===== config.mk =====
export PLATFORM = sky130hd
export DESIGN_NAME = spw_link_fsm
export DESIGN_NICKNAME = d
export VERILOG_FILES = /design/src/rtl/spw_link_fsm.sv
export SDC_FILE = /design/constraint.sdc
export NUM_CORES = 1
export LEC_CHECK = 0
export ABC_AREA = 1
export BUFFER_PORTS_ARGS = -buffer_cell sky130_fd_sc_hd__buf_2
export CAP_MARGIN = 10
export CORE_ASPECT_RATIO = 2
export CORE_MARGIN = 4
export CORE_UTILIZATION = 59
export CTS_BUF_LIST = sky130_fd_sc_hd__clkbuf_8
export DETAILED_ROUTE_END_ITERATION = 7
export GPL_ROUTABILITY_DRIVEN = 0
export PLACE_DENSITY = 0.82
export SYNTH_ARGS = -nofsm -noshare
export SYNTH_HDL_FRONTEND = slang
export SYNTH_SLANG_ARGS = --single-unit

===== constraint.sdc =====
create_clock -name pclk -period 2 [get_ports pclk]
set_input_delay 0.2 -clock pclk [delete_from_list [all_inputs] [get_ports pclk]]
set_output_delay 0.2 -clock pclk [all_outputs]
set_load 0.05 [all_outputs]

===== src/rtl/spw_link_fsm.sv =====
// ============================================================================
// spw_link_fsm
// ----------------------------------------------------------------------------
// SpaceWire link-interface state machine. Walks the receiver and transmitter
// through ErrorReset, ErrorWait, Ready, Started, Connecting and Run. It owns
// the shared state timer (6.4us / 12.8us timeouts) and the disconnect
// detector, and drives the receiver reset and transmitter mode controls.
// It sits between the RX_SPW/TX blocks and the host register interface.
//
// Parameters
//   T_6U4   : pclk cycles spent in ErrorReset (6.4us)
//   T_12U8  : pclk cycles for the ErrorWait / Started / Connecting timeout
//   T_DISC  : pclk cycles without a received bit that mean a disconnect
//   TW      : timer width, must hold T_12U8-1
//
// Ports
//   pclk              in   system clock
//   reset             in   synchronous active-high reset
//   link_start        in   host requests link start (level)
//   auto_start        in   start on first received NULL (level)
//   link_disable      in   force link down (level)
//   rx_got_bit        in   receiver sampled a bit (pulse)
//   rx_got_null       in   NULL received (pulse)
//   rx_got_fct        in   FCT received (pulse)
//   rx_got_nchar      in   N-char received (pulse)
//   rx_got_time_code  in   time-code received (pulse)
//   rx_error          in   parity error (pulse)
//   esc_error         in   illegal ESC sequence (pulse)
//   credit_error      in   TX credit overflow (pulse)
//   rx_resetn         out  active-low receiver reset
//   tx_enable         out  transmitter active (sending NULLs)
//   tx_send_fct       out  transmitter may send FCTs
//   link_running      out  state is Run
//   link_state        out  0 ErrRst,1 ErrWait,2 Ready,3 Started,4 Connecting,5 Run
//   link_error        out  one-cycle pulse on an error-driven move to ErrRst
//   err_cause         out  1 disc,2 parity,3 esc,4 char_seq,5 credit,6 timeout
// ============================================================================
module spw_link_fsm #(
    parameter int T_6U4  = 640,
    parameter int T_12U8 = 1280,
    parameter int T_DISC = 85,
    parameter int TW     = 11
) (
    input  logic       pclk,
    input  logic       reset,
    input  logic       link_start,
    input  logic       auto_start,
    input  logic       link_disable,
    input  logic       rx_got_bit,
    input  logic       rx_got_null,
    input  logic       rx_got_fct,
    input  logic       rx_got_nchar,
    input  logic       rx_got_time_code,
    input  logic       rx_error,
    input  logic       esc_error,
    input  logic       credit_error,
    output logic       rx_resetn,
    output logic       tx_enable,
    output logic       tx_send_fct,
    output logic       link_running,
    output logic [2:0] link_state,
    output logic       link_error,
    output logic [2:0] err_cause
);

    typedef enum logic [2:0] {
        S_ERR_RST    = 3'd0,
        S_ERR_WAIT   = 3'd1,
        S_READY      = 3'd2,
        S_STARTED    = 3'd3,
        S_CONNECTING = 3'd4,
        S_RUN        = 3'd5
    } link_state_t;

    localparam int DW = $clog2(T_DISC + 1);

    localparam logic [TW-1:0] T6_LAST   = TW'(T_6U4 - 1);
    localparam logic [TW-1:0] T12_LAST  = TW'(T_12U8 - 1);
    localparam logic [TW-1:0] TIMER_MAX = {TW{1'b1}};
    localparam logic [DW-1:0] DISC_LAST = DW'(T_DISC - 1);

    localparam logic [2:0] CAUSE_NONE     = 3'd0;
    localparam logic [2:0] CAUSE_DISC     = 3'd1;
    localparam logic [2:0] CAUSE_PARITY   = 3'd2;
    localparam logic [2:0] CAUSE_ESC      = 3'd3;
    localparam logic [2:0] CAUSE_CHAR_SEQ = 3'd4;
    localparam logic [2:0] CAUSE_CREDIT   = 3'd5;
    localparam logic [2:0] CAUSE_TIMEOUT  = 3'd6;

    link_state_t     state_r;
    link_state_t     state_next_s;
    logic [TW-1:0]   timer_r;
    logic [DW-1:0]   disc_cnt_r;
    logic            disc_armed_r;
    logic            got_null_seen_r;
    logic            null_seen_s;
    logic            disc_hit_s;
    logic            char_seq_s;
    logic            credit_s;
    logic            timeout_s;
    logic            enabled_s;
    logic [2:0]      fault_s;
    logic            err_move_s;
    logic [2:0]      cause_next_s;

    // Error qualification and cause priority for the current cycle.
    always_comb begin
        null_seen_s = 1'b0;
        disc_hit_s  = 1'b0;
        char_seq_s  = 1'b0;
        credit_s    = 1'b0;
        timeout_s   = 1'b0;
        enabled_s   = 1'b0;
        fault_s     = CAUSE_NONE;

        // A NULL arriving this cycle already counts as seen, so a Started
        // state advancing on that NULL sees a consistent flag.
        null_seen_s = got_null_seen_r | rx_got_null;
        disc_hit_s  = disc_armed_r & (disc_cnt_r == DISC_LAST);
        timeout_s   = (timer_r == T12_LAST);
        enabled_s   = ~link_disable & (link_start | (auto_start & null_seen_s));
        credit_s    = (state_r == S_RUN) & credit_error;

        if ((state_r == S_ERR_WAIT) || (state_r == S_READY) || (state_r == S_STARTED)) begin
            char_seq_s = null_seen_s & (rx_got_fct | rx_got_nchar | rx_got_time_code);
        end else if (state_r == S_CONNECTING) begin
            char_seq_s = rx_got_nchar | rx_got_time_code;
        end else begin
            char_seq_s = 1'b0;
        end

        if (disc_hit_s) begin
            fault_s = CAUSE_DISC;
        end else if (rx_error) begin
            fault_s = CAUSE_PARITY;
        end else if (esc_error) begin
            fault_s = CAUSE_ESC;
        end else if (char_seq_s) begin
            fault_s = CAUSE_CHAR_SEQ;
        end else if (credit_s) begin
            fault_s = CAUSE_CREDIT;
        end else begin
            fault_s = CAUSE_NONE;
        end
    end

    // Next-state logic: errors first, then timeouts, then forward moves.
    always_comb begin
        state_next_s = state_r;
        err_move_s   = 1'b0;
        cause_next_s = CAUSE_NONE;

        case (state_r)
            S_ERR_RST: begin
                if (timer_r == T6_LAST) begin
                    state_next_s = S_ERR_WAIT;
                end else begin
                    state_next_s = S_ERR_RST;
                end
            end
            S_ERR_WAIT: begin
                if (fault_s != CAUSE_NONE) begin
                    state_next_s = S_ERR_RST;
                    err_move_s   = 1'b1;
                    cause_next_s = fault_s;
                end else if (timeout_s) begin
                    state_next_s = S_READY;
                end else begin
                    state_next_s = S_ERR_WAIT;
                end
            end
            S_READY: begin
                if (fault_s != CAUSE_NONE) begin
                    state_next_s = S_ERR_RST;
                    err_move_s   = 1'b1;
                    cause_next_s = fault_s;
                end else if (enabled_s) begin
                    state_next_s = S_STARTED;
                end else begin
                    state_next_s = S_READY;
                end
            end
            S_STARTED: begin
                if (fault_s != CAUSE_NONE) begin
                    state_next_s = S_ERR_RST;
                    err_move_s   = 1'b1;
                    cause_next_s = fault_s;
                end else if (timeout_s) begin
                    state_next_s = S_ERR_RST;
                    err_move_s   = 1'b1;
                    cause_next_s = CAUSE_TIMEOUT;
                end else if (rx_got_null) begin
                    state_next_s = S_CONNECTING;
                end else begin
                    state_next_s = S_STARTED;
                end
            end
            S_CONNECTING: begin
                if (fault_s != CAUSE_NONE) begin
                    state_next_s = S_ERR_RST;
                    err_move_s   = 1'b1;
                    cause_next_s = fault_s;
                end else if (timeout_s) begin
                    state_next_s = S_ERR_RST;
                    err_move_s   = 1'b1;
                    cause_next_s = CAUSE_TIMEOUT;
                end else if (rx_got_fct) begin
                    state_next_s = S_RUN;
                end else begin
                    state_next_s = S_CONNECTING;
                end
            end
            S_RUN: begin
                if (fault_s != CAUSE_NONE) begin
                    state_next_s = S_ERR_RST;
                    err_move_s   = 1'b1;
                    cause_next_s = fault_s;
                end else if (link_disable) begin
                    // Host-requested shutdown is not an error.
                    state_next_s = S_ERR_RST;
                end else begin
                    state_next_s = S_RUN;
                end
            end
            default: begin
                // Illegal encodings recover silently.
                state_next_s = S_ERR_RST;
            end
        endcase
    end

    // State register and registered state-derived outputs.
    always_ff @(posedge pclk) begin
        if (reset) begin
            state_r      <= S_ERR_RST;
            rx_resetn    <= 1'b0;
            tx_enable    <= 1'b0;
            tx_send_fct  <= 1'b0;
            link_running <= 1'b0;
            link_error   <= 1'b0;
            err_cause    <= CAUSE_NONE;
        end else begin
            state_r      <= state_next_s;
            rx_resetn    <= (state_next_s != S_ERR_RST);
            tx_enable    <= (state_next_s == S_STARTED) || (state_next_s == S_CONNECTING) ||
                            (state_next_s == S_RUN);
            tx_send_fct  <= (state_next_s == S_CONNECTING) || (state_next_s == S_RUN);
            link_running <= (state_next_s == S_RUN);
            link_error   <= err_move_s;
            if (err_move_s) begin
                err_cause <= cause_next_s;
            end else begin
                err_cause <= err_cause;
            end
        end
    end

    // Shared state timer: restarts on every state change, saturates otherwise.
    always_ff @(posedge pclk) begin
        if (reset) begin
            timer_r <= {TW{1'b0}};
        end else if (state_next_s != state_r) begin
            timer_r <= {TW{1'b0}};
        end else if (timer_r != TIMER_MAX) begin
            timer_r <= timer_r + {{(TW-1){1'b0}}, 1'b1};
        end else begin
            timer_r <= timer_r;
        end
    end

    // Disconnect detector: armed by the first bit outside ErrRst.
    always_ff @(posedge pclk) begin
        if (reset || (state_r == S_ERR_RST)) begin
            disc_cnt_r   <= {DW{1'b0}};
            disc_armed_r <= 1'b0;
        end else if (rx_got_bit) begin
            disc_cnt_r   <= {DW{1'b0}};
            disc_armed_r <= 1'b1;
        end else if (disc_armed_r && (disc_cnt_r != DISC_LAST)) begin
            disc_cnt_r   <= disc_cnt_r + {{(DW-1){1'b0}}, 1'b1};
            disc_armed_r <= disc_armed_r;
        end else begin
            disc_cnt_r   <= disc_cnt_r;
            disc_armed_r <= disc_armed_r;
        end
    end

    // NULL-seen flag, cleared while in ErrRst.
    always_ff @(posedge pclk) begin
        if (reset || (state_r == S_ERR_RST)) begin
            got_null_seen_r <= 1'b0;
        end else if (rx_got_null) begin
            got_null_seen_r <= 1'b1;
        end else begin
            got_null_seen_r <= got_null_seen_r;
        end
    end

    assign link_state = state_r;

endmodule


==> results of run 1 <==
tightest hold or removal path, delay by kind of cell:
family | cells | cell delay (ns)
buffers and inverters | 1 | 0.09
AND/OR/NAND/NOR | 2 | 0.12
worst max path at each step:
stage | cells after the start | slack, ns | startpoint | end
floorplan | 12 | 0.04 | link_state[1] | timer_r[3]
global placement | 14 | 0.12 | timer_r[0] | timer_r[10]
detailed placement | 12 | 0.08 | timer_r[1] | timer_r[10]
CTS | 12 | 0.05 | timer_r[1] | timer_r[10]
global route | 12 | -0.09 | timer_r[0] | timer_r[10]
finish | 13 | 0.009 | disc_cnt_r[0] | timer_r[10]
Yosys cell counts (all sizes together):
master	number	area share
a211oi	1	0.0044
a21oi	12	0.036
and3	1	0.0037
buf	1	0.0067
clkbuf	1	0.0022
dfxtp	31	0.37
ha	3	0.022
inv	36	0.080
nand2	52	0.12
nand3	17	0.064
nand4	4	0.015
nor2	52	0.16
nor3	4	0.012
nor3b	4	0.018
nor4	3	0.020
o211ai	2	0.0089
o21a	1	0.0044
o21ai	4	0.012
o21bai	1	0.0044
o22ai	1	0.0037
or2	1	0.0037
xnor2	3	0.016
xor2	3	0.016
logic make-up (layout without fill, tap and decap cells):
kind of cell    Yosys count  count (layout)  synth area share
buf+inv                  38              75            0.0888
xor+xnor                  6               6            0.0311
compound gates           22              22            0.0733
flops                    31              31             0.367
fa+ha+maj                 3               3            0.0222
simple gates            138             138             0.417
per-layer routing:
layer / global-route usage / vias up / routed length, um
met2: 0.405 / 51 / 2370
met1: 0.212 / 735 / 1410
met5: 0 / - / 0
met3: 0.0475 / 14 / 162
li1: - / 830 / -
met4: 0.119 / 0 / 119
per-stage QoR:
stage	power [mW]	cells	util	setup TNS, ns
floorplan	0.682	238	-	0
global placement	0.706	293	0.686	0
detailed placement	0.707	293	0.686	0
CTS	1.20	300	0.718	0
global route	1.25	304	0.762	-0.619
finish	1.20	304	0.762	0
where the power goes:
part / switching [mW] / internal (mW)
clock network: 0.227 / 0.269
registers: 0.00669 / 0.624
logic: 0.0408 / 0.0356
area by class of cell:
| type | instances | area (um2) | area share |
|---|---|---|---|
| inverters | 36 | 135 | 0.0648 |
| clock inverters | 1 | 5.00 | 0.00240 |
| multi-input cells | 169 | 987 | 0.473 |
| clock buffers | 6 | 82.6 | 0.0396 |
| well taps | 29 | 36.3 | 0.0174 |
| repair buffers | 32 | 213 | 0.102 |
| flip-flops and latches | 31 | 627 | 0.301 |
state kept, by name, indices dropped and copies added, names as in the netlist:
signal	count
rx_resetn	1
tx_send_fct	1
link_running	1
disc_cnt_r	7
disc_armed_r	1
link_error	1
got_null_seen_r	1
timer_r	11
err_cause	3
link_state	3
tx_enable	1
layout by cell type, fill, tap and decap left out, types with 4 or more instances in the layout:
| cell | netlist | routed |
|---|---|---|
| nor2_2 | 13 | 10 |
| nor3_1 | 4 | 4 |
| nor2_4 | 3 | 7 |
| buf_4 | 0 | 7 |
| nand3_1 | 14 | 13 |
| nand2_2 | 6 | 7 |
| nand4_1 | 4 | 4 |
| buf_2 | 0 | 23 |
| nand2_1 | 46 | 43 |
| inv_1 | 29 | 28 |
| dfxtp_2 | 0 | 5 |
| nor2_1 | 35 | 34 |
| a21oi_1 | 12 | 12 |
| inv_2 | 7 | 8 |
| dfxtp_1 | 31 | 26 |
| nor3b_1 | 4 | 4 |
| clkbuf_8 | 0 | 6 |
| o21ai_0 | 4 | 4 |
timing repair:
action                                  4_1_cts  5_1_grt
resized for setup                             0       21
setup buffers                                 0        3
endpoints found under the setup margin        0       11
==> metrics.cfg, run 1 <==
[run_status]
status = complete, no violations

[worst_setup_path]
r2r-start = disc_cnt_r[0]
start_kind = flop
regToRegSetupSlack_ns = 0.009
cpPeakStageDelay_ns = 0.32
crit_path_top_delay_cell = dfxtp_1
end_kind = flop
reg2reg_depth = 13
crit_buf_inv = 2
cp.required_ns = 2.21
crit_chain = inv_1 > ha_2 > nand2_2 > nor2_4 > nand3_2 > nand2_4 > nor2_8 > o211ai_1 > nand4_1 > nand2_2 > nand3_4 > buf_12 > nor2_1
cp_max_fo = 9
reg2reg_to = timer_r[10]
crit_type = reg2reg
crit_path_frequent_cell = nand2_2
path_delay_family = simple AND/OR/NAND/NOR gates
crit_arrival_ns = 2.20

[floorplanning]
die_area_um2 = 3840
core_area_um2 = 2740
ioPinCount = 24
die_w_um = 45.9
row_count = 27
dieHeight_um = 83.7
initial_core_util = 0.618

[worst_hold_path]
worstHoldPathType = in2reg
hold_depth = 3
hold_end = disc_armed_r
hp-start = rx_got_bit

[layout]
syn2layout_area_growth_pct = 23.4
nNetsFinal = 291
nFillCells = 208
drive_gt1_frac = 0.316
antennaDiodeCount = 0
finalInstanceArea_um2 = 2090

[routing]
drt_first_pass_iters = 6
vias_per_cell = 5.36
postRouteAntennaNets = 0
drtIter0Drc = 84
wl_per_cell_um = 13.4
route.detailed.drc = 0
vias = 1630
wl_um = 4060

[timing]
slew_viol_final = 0
tightest_slew_ns = 0.327
min_period_ns = 1.99
setup_slack_ns = 0.00874
max-slew-margin-rel = 0.780
hold_viol_final = 0
whs_ns = 0.159
finalSetupViolations = 0
fin_skew_ns = 0.00945
finalCritPeriodShare = 0.996
max_freq_mhz = 502

[pwr]
p_per_area_nw_per_um2 = 577
power_leakage_nw = 0.993
ir_worst_vdd_uv = 480

[logic_synthesis]
synthCells = 238
syn_area_um2 = 1690
ys_warn_count = 0
synth.distinct_cells = 31
avgSynthCellArea_um2 = 7.10
synth_nets = 254
synth_seq_cells = 31
yosysSeqAreaShare = 0.367

[clocking]
clock_tree.htree_level_count = 2
cts_tree = done
cts.clk_slew.worst_paths_ns = 0.06
clockRootBuffer = clkbuf_8
cts_hold_buf = 0
clk_latency_ns = 0.29
clockBufferDepth = 2
cts_made_buffers = 5
clock-sinks = 31

[global_route]
grt_max_degree = 12
grt_usage = 0.224
gr-total-overflow = 0
grt_pass1_vias = 1641
grt_pass1_wl_um = 6430
antenna_found_initial = 0

[placement]
hpwl_um = 2840
port_buffers = 23
placedInstanceArea_um2 = 1880
pre_cts_ws_ns = 0.0772

[flow_run]
max_cap_viol_count = 0

Power figures use the tool's default switching activity.
==> run 2, diff against run 1 <==
PLACE_DENSITY = 0.87   (was 0.82)
==> run 2 against run 1 <==
  * Power down 5.2%
  * Routed wire length down 11%
  * Sequential share of layout area up 1.5 points
  * Clock skew down 0.0056 ns
  * Via count down 4.8%
  * Core utilization down 4.0 points
  * Clock power down 11%
  * Flip-flop and latch count unchanged
  * First-iteration DRC count down 73%
  * Final cell count down 1.3%
  * Combinational power down 11%
  * Global-route usage down 1.1 points
  * Critical endpoint unchanged
==> metrics.cfg, run 2 (synthesized netlist as in run 1, its figures left out) <==
[run_status]
status = complete, no violations

[clocking]
postCtsSetupBuffers = 0
clockRootBuffer = clkbuf_8
clk_latency_ns = 0.28
cts_resized = 0
cts_made_buffers = 5
cts_tree = done
clockBufferDepth = 2
clock_tree.htree_level_count = 2
cts.clk_slew.worst_paths_ns = 0.06
clock-sinks = 31
cts_hold_buf = 0

[layout]
antennaDiodeCount = 0
nFillCells = 237
syn2layout_area_growth_pct = 16.9
final_common_cell = nand2_1
reg_top3 = timer_r (11), disc_cnt_r (7)
final_cell_mix = 45 x nand2_1, 34 x nor2_1, 31 x inv_1, 29 x dfxtp_1, 23 x buf_2
final_cells = 300
regArea_um2 = 623
final_util = 0.722
nNetsFinal = 286
multi_input_area_um2 = 942
max_flop_register = timer_r
drive_gt1_frac = 0.273
largest_reg_flops = 11

[timing]
finalSetupTns_ns = 0
finalCritPeriodShare = 0.937
min_period_ns = 1.87
hold_viol_final = 0
max_freq_mhz = 534
tightest_slew_ns = 0.279
whs_ns = 0.165
slew_viol_final = 0
fin_skew_ns = 0.00382
finalSetupViolations = 0
max-slew-margin-rel = 0.814

[floorplanning]
die_w_um = 45.9
initial_core_util = 0.618
die_area_um2 = 3840
ioPinCount = 24
core_area_um2 = 2740
dieHeight_um = 83.7
row_count = 27

[worst_setup_path]
cp.required_ns = 2.21
cp_max_fo = 11
crit_arrival_ns = 2.09
crit_type = reg2reg
start_kind = flop
end_kind = flop

[pwr]
power_mw = 1.14
power_leakage_nw = 0.945
seqPwrFrac = 0.554
combinationalPowerShare = 0.060
internal_power_uw = 887
ir_worst_vdd_uv = 610
p_per_area_nw_per_um2 = 577
p_sw_frac = 0.221
p_sw_uw = 252
p_clk_frac = 0.387

[routing]
wl_per_cell_um = 12.0
wl_um = 3600
route.detailed.drc = 0
drtIter0Drc = 23
drt_first_pass_iters = 4
vias_per_cell = 5.17
vias = 1552
postRouteAntennaNets = 0

[global_route]
grt_pass1_wl_um = 6290
grt_usage = 0.213
grt_max_degree = 12
antenna_found_initial = 0
grt_pass1_vias = 1585
gr-total-overflow = 0

[flow_run]
max_cap_viol_count = 0

[placement]
port_buffers = 23
dpl.cell_count = 292
hpwl_um = 2850

[worst_hold_path]
worstHoldPathType = in2reg

run 2: cell types whose count changed in the layout (fill, tap and decap cells not counted), sizes merged:
cell and change:
buf -4, clkbuf -2, inv +2
run 2: path summary, 6_finish.rpt:
path / from / to / slack [ns] / cells past startpoint
max: link_state[1] / timer_r[10] / 0.13 / 13
min: rx_got_bit / disc_armed_r / 0.17 / 3
min reg2reg: err_cause[0] / err_cause[0] / 0.46 / 2
max reg2reg: link_state[1] / timer_r[10] / 0.13 / 13
run 2: worst max-delay path, cell delays in order, from the launching register on:
cell     delay (ns)
dfxtp_1        0.44
inv_2          0.08
nand2_2        0.13
nor2_4         0.05
nand2_2        0.09
nand3_4        0.11
nor2_8         0.18
nand3_1        0.12
nand2_1        0.12
nor2_1         0.05
nor2_2         0.09
nand3_2        0.09
buf_12         0.16
nor2_1         0.09
run 2: metrics by stage:
stage               instance area [um2]  setup WS, ns
floorplan                          1690        0.0370
global placement                   1870         0.124
detailed placement                 1870        0.0422
CTS                                1950       0.00852
global route                       1980      -0.00365
finish                             1980         0.126
run 2: power groups by stage:
| stage | clock network (mW) | registers, mW | logic [mW] |
|---|---|---|---|
| 2_1_floorplan | 0 | 0.640 | 0.0420 |
| 3_3_place_gp | 0 | 0.642 | 0.0644 |
| 3_5_place_dp | 0 | 0.642 | 0.0662 |
| 4_1_cts | 0.449 | 0.628 | 0.0669 |
| 5_1_grt | 0.485 | 0.631 | 0.0777 |
| 6_report | 0.441 | 0.631 | 0.0680 |
run 2: area by class of cell:
type / instances / share of cell area
clock buffers: 5 / 0.0348
flip-flops and latches: 31 / 0.315
multi-input cells: 169 / 0.477
well taps: 29 / 0.0184
inverters: 36 / 0.0684
repair buffers: 27 / 0.0798
clock inverters: 3 / 0.00633
run 2: layer usage:
metal | track usage | wire length (um) | up-vias
li1 | - | - | 819
met1 | 0.207 | 1300 | 709
met2 | 0.397 | 2140 | 18
met3 | 0.0389 | 96 | 6
met4 | 0.0855 | 55 | 0
met5 | 0 | 0 | -
==> run 3, diff against run 2 <==
BUFFER_PORTS_ARGS = -buffer_cell sky130_fd_sc_hd__buf_4   (was -buffer_cell sky130_fd_sc_hd__buf_2)
==> run 3 against run 2 <==
  * Final area rose by 7.2%
  * Combinational power is 20% higher
  * Count of clock-buffer cells in the layout is the same
  * Routed wire length is 9.3% higher
  * Power rose by 2.8%
  * Die area unchanged
  * Worst hold slack worse by 0.034 ns
  * Flip-flop and latch count unchanged
  * Final cell count grew 0.67%
  * Global-route usage grew 0.95 points
  * Clock skew down 0.00061 ns
==> metrics.cfg, run 3 (synthesized netlist as in run 1, its figures left out) <==
[pwr]
power_leakage_nw = 0.995
p_per_area_nw_per_um2 = 553
ir_worst_vdd_uv = 575

[layout]
largest_reg_flops = 11
final_cell_mix = 43 x nand2_1, 33 x nor2_1, 30 x inv_1, 27 x buf_4, 25 x dfxtp_1
syn2layout_area_growth_pct = 25.3
drive_gt1_frac = 0.315
finalInstanceArea_um2 = 2120
nNetsFinal = 288
multi_input_area_um2 = 987
regArea_um2 = 631
final_common_cell = nand2_1
antennaDiodeCount = 0
nFillCells = 214
max_flop_register = timer_r
reg_top3 = timer_r (11), disc_cnt_r (7)

[flow_run]
max_cap_viol_count = 0

[routing]
wl_per_cell_um = 13.0
drtIter0Drc = 59
vias = 1595
route.detailed.drc = 0
drt_first_pass_iters = 4
postRouteAntennaNets = 0
vias_per_cell = 5.28
wl_um = 3930

[global_route]
grt_pass1_vias = 1570
antenna_found_initial = 0
grt_pass1_wl_um = 6470
gr-total-overflow = 0
grt_max_degree = 12
grt_usage = 0.222

[clocking]
cts_tree = done
clk_latency_ns = 0.28
cts_made_buffers = 5
cts_hold_buf = 0
clock-sinks = 31
clockBufferDepth = 2
clock_tree.htree_level_count = 2
clockRootBuffer = clkbuf_8
cts.clk_slew.worst_paths_ns = 0.06

[worst_setup_path]
critPathLaunch = disc_cnt_r[0]
cpPeakStageDelay_ns = 0.31
cp_max_fo = 9
crit_arrival_ns = 2.10
end_kind = flop
crit_path_top_delay_cell = dfxtp_1
crit_type = reg2reg
start_kind = flop
crit_buf_inv = 2
path_delay_family = simple AND/OR/NAND/NOR gates
crit_chain = inv_1 > ha_2 > nand2_2 > nor2_4 > nand3_4 > nand2_4 > nor2_8 > o211ai_1 > nand4_1 > nand2_2 > nand3_4 > clkbuf_16 > nor2_2
cp.required_ns = 2.22
r2r-start = disc_cnt_r[0]

[timing]
fin_skew_ns = 0.00320
max-slew-margin-rel = 0.802
finalCritPeriodShare = 0.940
min_period_ns = 1.88
finalSetupViolations = 0
max_freq_mhz = 532
tightest_slew_ns = 0.295
hold_viol_final = 0
whs_ns = 0.131
slew_viol_final = 0

[floorplanning]
initial_core_util = 0.618
row_count = 27
ioPinCount = 24
dieHeight_um = 83.7
die_area_um2 = 3840
core_area_um2 = 2740
die_w_um = 45.9

[run_status]
status = complete, no violations

[placement]
placedInstanceArea_um2 = 1930
port_buffers = 23
hpwl_um = 2760

[worst_hold_path]
hp-start = reset
worstHoldPathType = in2reg

[run 3: changes by cell type in the layout (fill, tap and decap cells not counted), sizes merged]
cell | previous run | this run
buf | 27 | 28
clkbuf | 5 | 6
[run 3: worst reg2reg max path, delay by kind of cell, from the launching register on]
family	cells	cell delay, ns
AND/OR/NAND/NOR	9	0.94
adder cells (fa/ha/maj)	1	0.18
flip-flops	1	0.31
AO/OA/AOI/OAI	1	0.12
buffers and inverters	2	0.25
[run 3: metrics by stage]
stage	setup WS, ns	setup TNS (ns)	std cells	power, mW	util
detailed placement	0.0525	0	292	0.714	0.704
global placement	0.126	0	292	0.713	0.704
global route	-0.0109	-0.0325	302	1.21	0.774
finish	0.119	0	302	1.17	0.774
floorplan	0.0370	0	238	0.682	-
CTS	0.0280	0	300	1.17	0.734
[run 3: path summary, 6_finish.rpt]
kind	to	slack, ns	cells after the start
worst min-delay path	err_cause[1]	0.13	2
worst max-delay path	timer_r[1]	0.12	13
worst min register to register	err_cause[0]	0.46	2
worst max register to register	timer_r[1]	0.12	13
[run 3: area by class of cell]
cell class,instances,share of cell area
multi-input cells,169,0.466
flip-flops and latches,31,0.298
repair buffers,29,0.117
inverters,36,0.0638
clock buffers,5,0.0325
well taps,29,0.0171
clock inverters,3,0.00591
[run 3: power breakdown]
part           internal (mW)  switching (mW)
clock network          0.233           0.227
registers              0.623         0.00711
logic                 0.0420          0.0397
[run 3: metal layers]
metal,wire length [um],GRT usage
met5,0,0
met2,2160,0.387
met1,1470,0.235
met3,170,0.0432
met4,136,0.109
[run 3: repair_timing]
action                                 4_1_cts  5_1_grt
gates resized for setup                      0       23
endpoints found under the hold margin        0        0
setup endpoints to repair                    0       13
setup buffers                                0        1
